File: src/rtl/mem_xfer_ctrl.sv
// mem_xfer_ctrl
// Sequencer for the memory A -> add/sub datapath -> memory B transfer path.
// Walks memory A addresses 0..Len-1, strobes each word into the datapath and,
// for every word after the first, writes the datapath result for the pair
// (word i-1, word i) to memory B address i-1.
//
// Ports:
//   clock, reset   system clock, asynchronous active-high reset
//   Start, Len     transfer request and word count (legal 2..DEPTH), sampled in IDLE
//   Abort          cancels a transfer in RD/LAT/WR
//   AddrA, RdEnA   memory A read address / enable (synchronous read)
//   DataValid      datapath latches the current memory A word this cycle
//   AddrB, WrEnB   memory B write address / enable
//   Busy           transfer in progress
//   Done           one-cycle pulse on normal completion
//   Aborted        one-cycle pulse after an abort
//   Err            one-cycle pulse after a Start with an illegal Len
//
// Every output is decoded from registers only; no input reaches an output
// combinationally.
module mem_xfer_ctrl #(
  parameter int ADDR_W = 4,
  parameter int DEPTH  = 16
) (
  input  logic              clock,
  input  logic              reset,
  input  logic              Start,
  input  logic [ADDR_W:0]   Len,
  input  logic              Abort,
  output logic [ADDR_W-1:0] AddrA,
  output logic              RdEnA,
  output logic              DataValid,
  output logic [ADDR_W-1:0] AddrB,
  output logic              WrEnB,
  output logic              Busy,
  output logic              Done,
  output logic              Aborted,
  output logic              Err
);

  typedef enum logic [2:0] {
    S_IDLE = 3'd0,
    S_RD   = 3'd1,
    S_LAT  = 3'd2,
    S_WR   = 3'd3,
    S_FIN  = 3'd4
  } state_t;

  localparam logic [ADDR_W:0]   LEN_MIN = (ADDR_W+1)'(2);
  localparam logic [ADDR_W:0]   LEN_MAX = (ADDR_W+1)'(DEPTH);
  localparam logic [ADDR_W:0]   IDX_ONE = (ADDR_W+1)'(1);
  localparam logic [ADDR_W-1:0] ADR_ONE = ADDR_W'(1);

  state_t            state_q, state_d;
  logic [ADDR_W:0]   idx_q, idx_d;     // one bit wider than the address so Len=DEPTH never wraps
  logic [ADDR_W:0]   len_q, len_d;
  logic [ADDR_W-1:0] addr_a_q, addr_a_d;
  logic [ADDR_W-1:0] addr_b_q, addr_b_d;
  logic              err_q, err_d;
  logic              aborted_q, aborted_d;

  // State register
  always_ff @(posedge clock or posedge reset) begin
    if (reset) begin
      state_q   <= S_IDLE;
      idx_q     <= '0;
      len_q     <= '0;
      addr_a_q  <= '0;
      addr_b_q  <= '0;
      err_q     <= 1'b0;
      aborted_q <= 1'b0;
    end else begin
      state_q   <= state_d;
      idx_q     <= idx_d;
      len_q     <= len_d;
      addr_a_q  <= addr_a_d;
      addr_b_q  <= addr_b_d;
      err_q     <= err_d;
      aborted_q <= aborted_d;
    end
  end

  // Next-state logic. Addresses are loaded on entry to RD/WR so they are
  // registered outputs and simply hold their value while IDLE.
  always_comb begin
    state_d   = state_q;
    idx_d     = idx_q;
    len_d     = len_q;
    addr_a_d  = addr_a_q;
    addr_b_d  = addr_b_q;
    err_d     = 1'b0;
    aborted_d = 1'b0;

    unique case (state_q)
      S_IDLE: begin
        // Abort is ignored here, so Start wins when both are high.
        if (Start) begin
          if ((Len >= LEN_MIN) && (Len <= LEN_MAX)) begin
            len_d    = Len;
            idx_d    = '0;
            addr_a_d = '0;
            state_d  = S_RD;
          end else begin
            err_d = 1'b1;
          end
        end
      end

      S_RD: begin
        if (Abort) begin
          state_d   = S_IDLE;
          aborted_d = 1'b1;
        end else begin
          state_d = S_LAT;
        end
      end

      S_LAT: begin
        if (Abort) begin
          state_d   = S_IDLE;
          aborted_d = 1'b1;
        end else if (idx_q == '0) begin
          // First word only primes the datapath; nothing to write yet.
          idx_d    = IDX_ONE;
          addr_a_d = ADR_ONE;
          state_d  = S_RD;
        end else begin
          addr_b_d = idx_q[ADDR_W-1:0] - ADR_ONE;
          state_d  = S_WR;
        end
      end

      S_WR: begin
        if (Abort) begin
          state_d   = S_IDLE;
          aborted_d = 1'b1;
        end else if (idx_q == (len_q - IDX_ONE)) begin
          state_d = S_FIN;
        end else begin
          idx_d    = idx_q + IDX_ONE;
          addr_a_d = idx_d[ADDR_W-1:0];
          state_d  = S_RD;
        end
      end

      S_FIN: begin
        state_d = S_IDLE;
      end

      default: begin
        state_d = S_IDLE;
      end
    endcase
  end

  // Output decode
  always_comb begin
    RdEnA     = (state_q == S_RD);
    DataValid = (state_q == S_LAT);
    WrEnB     = (state_q == S_WR);
    Done      = (state_q == S_FIN);
    Busy      = (state_q != S_IDLE);
    AddrA     = addr_a_q;
    AddrB     = addr_b_q;
    Err       = err_q;
    Aborted   = aborted_q;
  end

endmodule

File: config.mk
export PLATFORM = sky130hd
export DESIGN_NAME = mem_xfer_ctrl
export DESIGN_NICKNAME = d
export VERILOG_FILES = /design/src/rtl/mem_xfer_ctrl.sv
export SDC_FILE = /design/constraint.sdc
export NUM_CORES = 1
export LEC_CHECK = 0
export ABC_AREA = 1
export CORE_UTILIZATION = 55
export DETAILED_ROUTE_END_ITERATION = 10
export GPL_ROUTABILITY_DRIVEN = 0
export PLACE_DENSITY = 0.81
export REMOVE_ABC_BUFFERS = 1
export SETUP_SLACK_MARGIN = 0.5
export SYNTH_ARGS = -nofsm -noshare
export SYNTH_HDL_FRONTEND = slang
export SYNTH_SLANG_ARGS = --single-unit
File: constraint.sdc
create_clock -name clock -period 4.4 [get_ports clock]
set_clock_uncertainty 0.15 [all_clocks]
set_input_delay 0.88 -clock clock [delete_from_list [all_inputs] [get_ports clock]]
set_output_delay 0.88 -clock clock [all_outputs]
set_load 0.02 [all_outputs]
### Yosys cells after proc, flatten, opt, wreduce, memory -nomap -nowiden

Index checks and enable logic that the tools add are counted.

* add/sub/neg operators: 3
* reduce and logical (&&, ||, !) cells: 10
* mux-type cells: 27
* bitwise operators: 2
* equal/unequal tests: 11
* order comparisons: 2

Operators by type and width (count)
* 5-bit two-way mux: 6
* 4-bit two-way mux: 6
* 5-bit case mux with 3 select lines: 1
* 3-bit two-way mux: 4
* 3-bit case mux with 4 select lines: 1
* 4-bit case mux with 3 select lines: 1
* 2-bit inequality test, second input constant: 5
* 7-bit AND reduction: 1
* 3-bit by 2-bit equality test with 1-bit output, second input constant: 2
* 2-bit two-way mux: 3
* 3-bit AND reduction: 2
* 3-bit nonzero test: 2
* 5-bit by 1-bit adder with 5-bit output, second input constant: 1
* 5-bit equality test: 1
* 5-bit by 2-bit >= comparator with 1-bit output, second input constant: 1
* 5-bit less-or-equal comparator, second input constant: 1
* 5-bit logical NOT: 1
* 1-bit two-way mux: 5
* 5-bit by 1-bit subtractor with 5-bit output, second input constant: 1
* 4-bit by 1-bit subtractor with 4-bit output, second input constant: 1
* 3-bit by 1-bit equality test with 1-bit output, second input constant: 1
* 3-bit equality test, second input constant: 1
* 3-bit logical NOT: 1
* 3-bit OR reduction: 1
* 4 further kinds: 5

* input port bits: 9
* logic and storage cells: 62
* flip-flop bits (word level): 23

### Logic depth before layout (Yosys ltp)

Gate-level depths: netlist of run 1.

* depth after elaboration: 5
* gate-level depth with buffers: 12

### Least setup slack after synthesis of run 1

No wires, ideal clock.

* path type: flip-flop to output port
* from: reg state_q[2]
* to: out RdEnA
* cell stages (with the launch flop): 2
* data arrival time: 0.989 ns
* setup slack: 2.381 ns
* cell sequence: dfrtp_1 > nor3_1

* word-level cells in the longest chain between the ends: 1

Ends and longest elaborated chain
* start, declared: line 54 `state_t state_q, state_d;`
* start signal, assigned: line 73 `state_q <= state_d;`
* 3-bit by 1-bit equality test with 1-bit output: line 158 `RdEnA = (state_q == S_RD);`
* end, declared: line 31 `output logic RdEnA,`

No other way between the ends.

### Worst setup path after layout of run 1

* from: reg state_q[2]
* to: out WrEnB

* word-level cells in the longest chain between the ends: 1

Ends and longest elaborated chain
* 3-bit by 2-bit equality test with 1-bit output: line 160 `WrEnB = (state_q == S_WR);`
* end, declared: line 34 `output logic WrEnB,`

No other way between the ends.

==> metrics.md, run 1 <==
| Metric | Value |
|---|---|
| Run status | `finished clean` |
| Hold_buf cts | `0` |
| #FFs+latches synth | `19` |
| Fillers | `173` |
| Unrepaired setup endpoints after global routing | `no` |
| Post-placement cell count | `between 200 and 250` |
| Layout cells sized above 1 | `a little under a tenth` |
| Post-synthesis sequential area ratio | `a little under two fifths` |
| Slew headroom | `a little over half` |
| GRT Util Overall | `~25%` |
| Die area | `approximately 0.0024 mm^2` |
| Final Cycle Share | `approximately 64%` |
| HPWL after DPL | `1956 um` |
| Startpoint Class | `flop` |
| Initial antenna violation count | `0` |
| Vias | `~1,100` |
| Horiz. Die Dim | `just under 50 um` |
| IO Pins | `24` |
| Leak pwr | `0.7551 nW` |
| Fin Setup TNS | `0 ns` |
| Port-buffer cells | `23` |
| Crit path kind | `flop to primary output` |
| # diodes | `0` |
| Synth warn | `0` |
| Maximum vdd drop | `between 0.3 and 0.4 mV` |
| Max Fclk | `between 0.3 and 0.4 GHz` |
| Distinct cells, synth | `25` |
| FP Rows | `16` |
| Max Buffers Root-to-Sink | `2` |
| Clock-pin slew on the worst setup and hold paths | `between 0.1 and 0.15 ns` |
| Post-Place Cell Area | `between 0.001 and 0.0015 mm^2` |
| Slew Viols, Final | `0` |
| 1st-iter DRT viols | `23` |
| WL/cell | `11.64 um` |
| CP max FO | `5` |
| Depth of the CTS H-tree | `1` |
| Number of max-cap violations | `0` |
| Post-Syn Area | `between 0.001 and 0.0015 mm^2` |
| Most common cell after layout, fill and taps aside | `nand2_1` |
| Worst-Skew Late Latency | `0.29 ns` |
| Clk root buf | `clkbuf_4` |
| Placeable Area | `roughly 0.002 mm^2` |
| Pre-antenna DRT Iters | `4` |
| Most frequent cells in the layout | `nand2_1 (49), clkdlybuf4s50_1 (23), inv_1 (22)` |
| Worst Setup End Kind | `primary output` |
| Cts repair resizes | `0` |
| Crit path DAT | `approximately 1.8 ns` |
| Final #Nets | `204` |
| Setup-failing EPs final | `0` |
| Global-route wire length before repair | `~4700 um` |
| Final hold vios | `0` |
| Synth Area per Inst | `7.330 um^2` |
| Design area | `0.001476 mm^2` |
| Place WS | `about 1.9 ns` |
| Largest net degree at the start of global routing | `20` |
| Die Y-Extent | `about 49 um` |
| Aggregate routed wire length | `between 2000 and 3000 um` |
| Setup Buffers After CTS | `0` |
| Mapped Cells | `~170` |
| Vias in the first global route | `roughly 1,100` |
| Initial Util | `between 60% and 70%` |
| CTS Buf Count | `3` |
| CTS sink count | `19` |
| Grt ovf | `0` |
| Area grow syn2layout | `19.19%` |
| Fin crit period | `2.825 ns` |
| Worst EP required | `3.37 ns` |
| DRC | `0` |
| Via/cell ratio | `5.032` |
| Post-route ant nets | `0` |
| Final WS setup | `1.575 ns` |
| Hold Crit Class | `flop to flop` |
| Worst Tran Pin Value | `slightly above 0.7 ns` |
| CTS tree | `done` |
| Non-filler cells, final | `217` |
| Power per standard cell area | `561.9 mW/mm^2` |
-- path summary, 6_finish.rpt --
check / from / to / slack (ns) / cells after the start
worst max-delay path: state_q[2]$_DFFE_PP0P_ / WrEnB / 1.57 / 4
worst min-delay path: AddrB[0]$_DFFE_PP0P_ / AddrB[0]$_DFFE_PP0P_ / 0.36 / 2
worst max register to register: len_q[0]$_DFFE_PP0P_ / idx_q[2]$_DFFE_PP0P_ / 2.52 / 12
worst min register to register: AddrB[0]$_DFFE_PP0P_ / AddrB[0]$_DFFE_PP0P_ / 0.36 / 2
max in group asynchronous: reset / len_q[3]$_DFFE_PP0P_ / 2.81 / 2
min in group asynchronous: reset / Err$_DFF_PP0_ / 0.84 / 2
-- cells by family after synthesis --
group                    Yosys count  share of synthesized area [%]
XOR/XNOR                           4                          2.829
buffers and inverters             30                          11.52
AO/OA/AOI/OAI                     14                          5.959
adder cells (fa/ha/maj)            4                          4.041
AND/OR/NAND/NOR                   98                          37.27
flip-flops                        19                          38.38
-- stage by stage --
stage	hold WS (ns)	util [%]	power (W)
after floorplan	0.3248	-	0.0005966
after global placement	0.3148	71.02	0.0007322
after detailed placement	0.3312	71.02	0.0007466
after CTS	0.3685	72.30	0.0008351
after global routing	0.4009	72.30	0.0009082
final	0.3593	72.30	0.0008296
-- cells in the mapped netlist --
cell	count	area, um^2
nor2_1	18	67.56
nand3_1	16	80.08
o21ai_1	1	5.000
xor2_1	3	26.28
and3_2	1	7.510
buf_6	2	22.52
dfrtp_1	19	475.5
o21ai_2	1	8.760
buf_4	4	30.03
o21ai_0	7	35.03
nand4_1	1	6.260
nand2_2	2	12.51
nand2_4	1	11.26
inv_1	22	82.58
a21oi_1	5	25.02
inv_2	2	7.510
nand2_1	49	183.9
xnor2_1	1	8.760
nand3_2	1	10.01
nor3_1	2	10.01
ha_1	4	50.05
nor2_2	2	12.51
nand3_4	1	17.52
nor2_4	3	33.78
or2_4	1	8.760
-- registers in the layout (all words and copies together) (netlist names) --
name,flops
state_q,3
Aborted,1
Err,1
len_q,5
AddrB,4
idx_q,5
-- metal layers --
layer	track usage, %	vias up	part of all wire (%)
li1	-	562	-
met1	30.14	503	44
met2	42.92	23	50
met3	5.247	4	4.4
met4	12.86	0	1.2
met5	0	-	0
-- where the power goes --
group	total, W	switching (W)	internal (W)
sequential	0.000279	0.0000473	0.000231
combinational	0.000464	0.000276	0.000188
clock	0.0000866	0.0000514	0.0000352
total	0.000830	0.000375	0.000455
-- layout make-up --
type | instances | area [um^2] | area share (%)
multi-input cells | 120 | 620.6 | 42.03
clock buffers | 4 | 26.28 | 1.780
well taps | 27 | 33.78 | 2.288
repair buffers | 23 | 230.2 | 15.59
inverters | 24 | 90.09 | 6.102
flip-flops and latches | 19 | 475.5 | 32.20
-- critical path, stage by stage (launching register included) --
cell and delay (ns):
dfrtp_1 0.45, inv_2 0.10, nand2_2 0.09, nor2_2 0.21, clkdlybuf4s50_1 0.65
(Power assumes the default switching activity.)
==> inputs of run 2 (changes only) <==
- CORE_UTILIZATION: 55 -> 51
- PLACE_DENSITY: 0.81 -> 0.76
- clock period: 4.4 -> 2.68 ns (I/O delays scaled with it)
==> run 2 against run 1 <==
  * Via count grew 1.5%
  * Sequential share of layout area grew 0.060 points
  * Routed wire length grew 1.4%
  * Design area grew 0.34%
  * Combinational power grew 69%
  * Cell count grew 1.8%
  * Clock power grew 73%
  * Sequential power grew 63%
  * Non-clock buffer count grew 3
  * Count of clock-buffer cells in the layout shrank 1
==> metrics.md, run 2 (synthesis results as in run 1) <==
| Metric | Value |
|---|---|
| Depth of the CTS H-tree | `1` |
| Design area | `about 0.0015 mm^2` |
| Horiz. Die Dim | `51.28 um` |
| FP Rows | `17` |
| Slew headroom | `between 50% and 60%` |
| Largest net degree at the start of global routing | `20` |
| Crit-path cells | `clkdlybuf4s50_1` |
| Aggregate routed wire length | `about 2600 um` |
| Fin crit period | `2.120 ns` |
| Vias in the first global route | `between 1,000 and 1,500` |
| Final WS setup | `around 0.56 ns` |
| Clock-pin slew on the worst setup and hold paths | `approximately 0.12 ns` |
| Fin Setup TNS | `0 ns` |
| Placeable Area | `0.002255 mm^2` |
| Hold Crit Class | `flop to flop` |
| GRT Util Overall | `a little under a quarter` |
| CTS Buf Count | `3` |
| CTS sink count | `19` |
| Clk root buf | `clkbuf_4` |
| Maximum vdd drop | `a little under 0.6 mV` |
| Worst Tran Pin Value | `approximately 0.74 ns` |
| Setup-failing EPs final | `0` |
| Via/cell ratio | `5.014` |
| Layout cells sized above 1 | `between 10% and 20%` |
| Grt ovf | `0` |
| Worst-Skew Late Latency | `around 0.31 ns` |
| Max Buffers Root-to-Sink | `2` |
| Die area | `between 0.002 and 0.003 mm^2` |
| HPWL after DPL | `between 1500 and 2000 um` |
| Most common cell after layout, fill and taps aside | `nand2_1` |
| Worst Setup End Kind | `primary output` |
| Unrepaired setup endpoints after global routing | `no` |
| Critical Path Max Stage Delay | `0.63 ns` |
| 1st-iter DRT viols | `21` |
| Area grow syn2layout | `19.60%` |
| WL/cell | `11.59 um` |
| Initial antenna violation count | `0` |
| CP max-delay cell | `clkdlybuf4s50_1` |
| Most frequent cells in the layout | `nand2_1 (49), inv_1 (22), nor2_1 (18)` |
| IO Pins | `24` |
| Vias | `approximately 1,100` |
| Worst Path Buf+Inv | `1` |
| Die Y-Extent | `around 51 um` |
| Hold WS | `roughly 0.35 ns` |
| Hold_buf cts | `0` |
| Startpoint Class | `flop` |
| Final #Nets | `207` |
| Post-route ant nets | `0` |
| Leak pwr | `between 0.7 and 0.8 nW` |
| Initial Util | `~55%` |
| Global-route wire length before repair | `4409 um` |
| Power per standard cell area | `936.8 mW/mm^2` |
| # diodes | `0` |
| Worst EP required | `1.99 ns` |
| Post-Place Cell Area | `0.001451 mm^2` |
| Port-buffer cells | `23` |
| Slew Viols, Final | `0` |
| Pre-antenna DRT Iters | `5` |
| Number of max-cap violations | `0` |
| Final Cycle Share | `around 79%` |
| CP max FO | `9` |
| Place WS | `between 0.5 and 0.6 ns` |
| CP delay by family, top | `buffers and inverters` |
| Final hold vios | `0` |
| DRC | `0` |
| Run status | `finished clean` |
| Crit path kind | `flop to primary output` |
| Max Fclk | `0.4718 GHz` |
| CTS tree | `done` |
| Crit path DAT | `roughly 1.4 ns` |
[run 2: cell types whose count changed in the layout (fill, tap and decap cells not counted), sizes merged]
| cell | previous run | this run |
|---|---|---|
| clkbuf | 4 | 6 |
| buf | 0 | 4 |
| clkinv | 0 | 1 |
| dlygate4sd2 | 0 | 2 |
| clkdlybuf4s50 | 23 | 17 |
[run 2: cell type report]
| class | count | area [um^2] |
|---|---|---|
| Multi-Input combinational cell | 120 | 620.6 |
| Fill cell | 210 | 773.2 |
| Tap cell | 28 | 35.03 |
| Inverter | 24 | 90.09 |
| Timing Repair Buffer | 26 | 230.2 |
| Clock inverter | 1 | 5.005 |
| Sequential cell | 19 | 478.0 |
| Clock buffer | 3 | 22.52 |
[run 2: report_power, final]
| group | switching [W] | internal, W |
|---|---|---|
| clock | 0.0000948 | 0.0000557 |
| sequential | 0.0000732 | 0.000381 |
| combinational | 0.000460 | 0.000322 |
| total | 0.000628 | 0.000759 |
[run 2: repair_timing]
item	CTS	global route
gates resized for setup	10	7
endpoints found under the setup margin	8	4
buffers inserted	1	2
endpoints found under the hold margin	0	0
pin swaps	0	1
[run 2: metal layers]
metal / GRT usage, % / share of wire, % / up-vias
li1: - / - / 568
met1: 26.64 / 46 / 514
met2: 41.67 / 50 / 22
met3: 2.976 / 2.9 / 4
met4: 10.81 / 1.2 / 0
met5: 0 / 0 / -
[run 2: final timing paths]
| check | slack, ns | to | cells after the start | start |
|---|---|---|---|---|
| max | 0.56 | AddrA[2] | 1 | idx_q[2]$_DFFE_PP0P_ |
| min | 0.35 | AddrB[1]$_DFFE_PP0P_ | 2 | AddrB[1]$_DFFE_PP0P_ |
| max reg2reg | 0.84 | idx_q[2]$_DFFE_PP0P_ | 12 | len_q[0]$_DFFE_PP0P_ |
| min reg2reg | 0.35 | AddrB[1]$_DFFE_PP0P_ | 2 | AddrB[1]$_DFFE_PP0P_ |
| max in group asynchronous | 1.39 | idx_q[0]$_DFFE_PP0P_ | 2 | reset |
| min in group asynchronous | 0.48 | state_q[0]$_DFFE_PP0P_ | 2 | reset |
[run 2: tightest hold or removal path, cell delays in order, from the launching register on]
cell and delay, ns:
dfrtp_1 0.37, nand2_1 0.05, o21ai_0 0.05
[run 2: stage by stage]
step | util [%] | std cells | total power [W]
after global placement | 64.37 | 214 | 0.001204
after floorplan | - | 163 | 0.0009795
after detailed placement | 64.37 | 214 | 0.001225
final | 65.70 | 221 | 0.001388
after global routing | 65.70 | 221 | 0.001512
after CTS | 65.82 | 219 | 0.001376
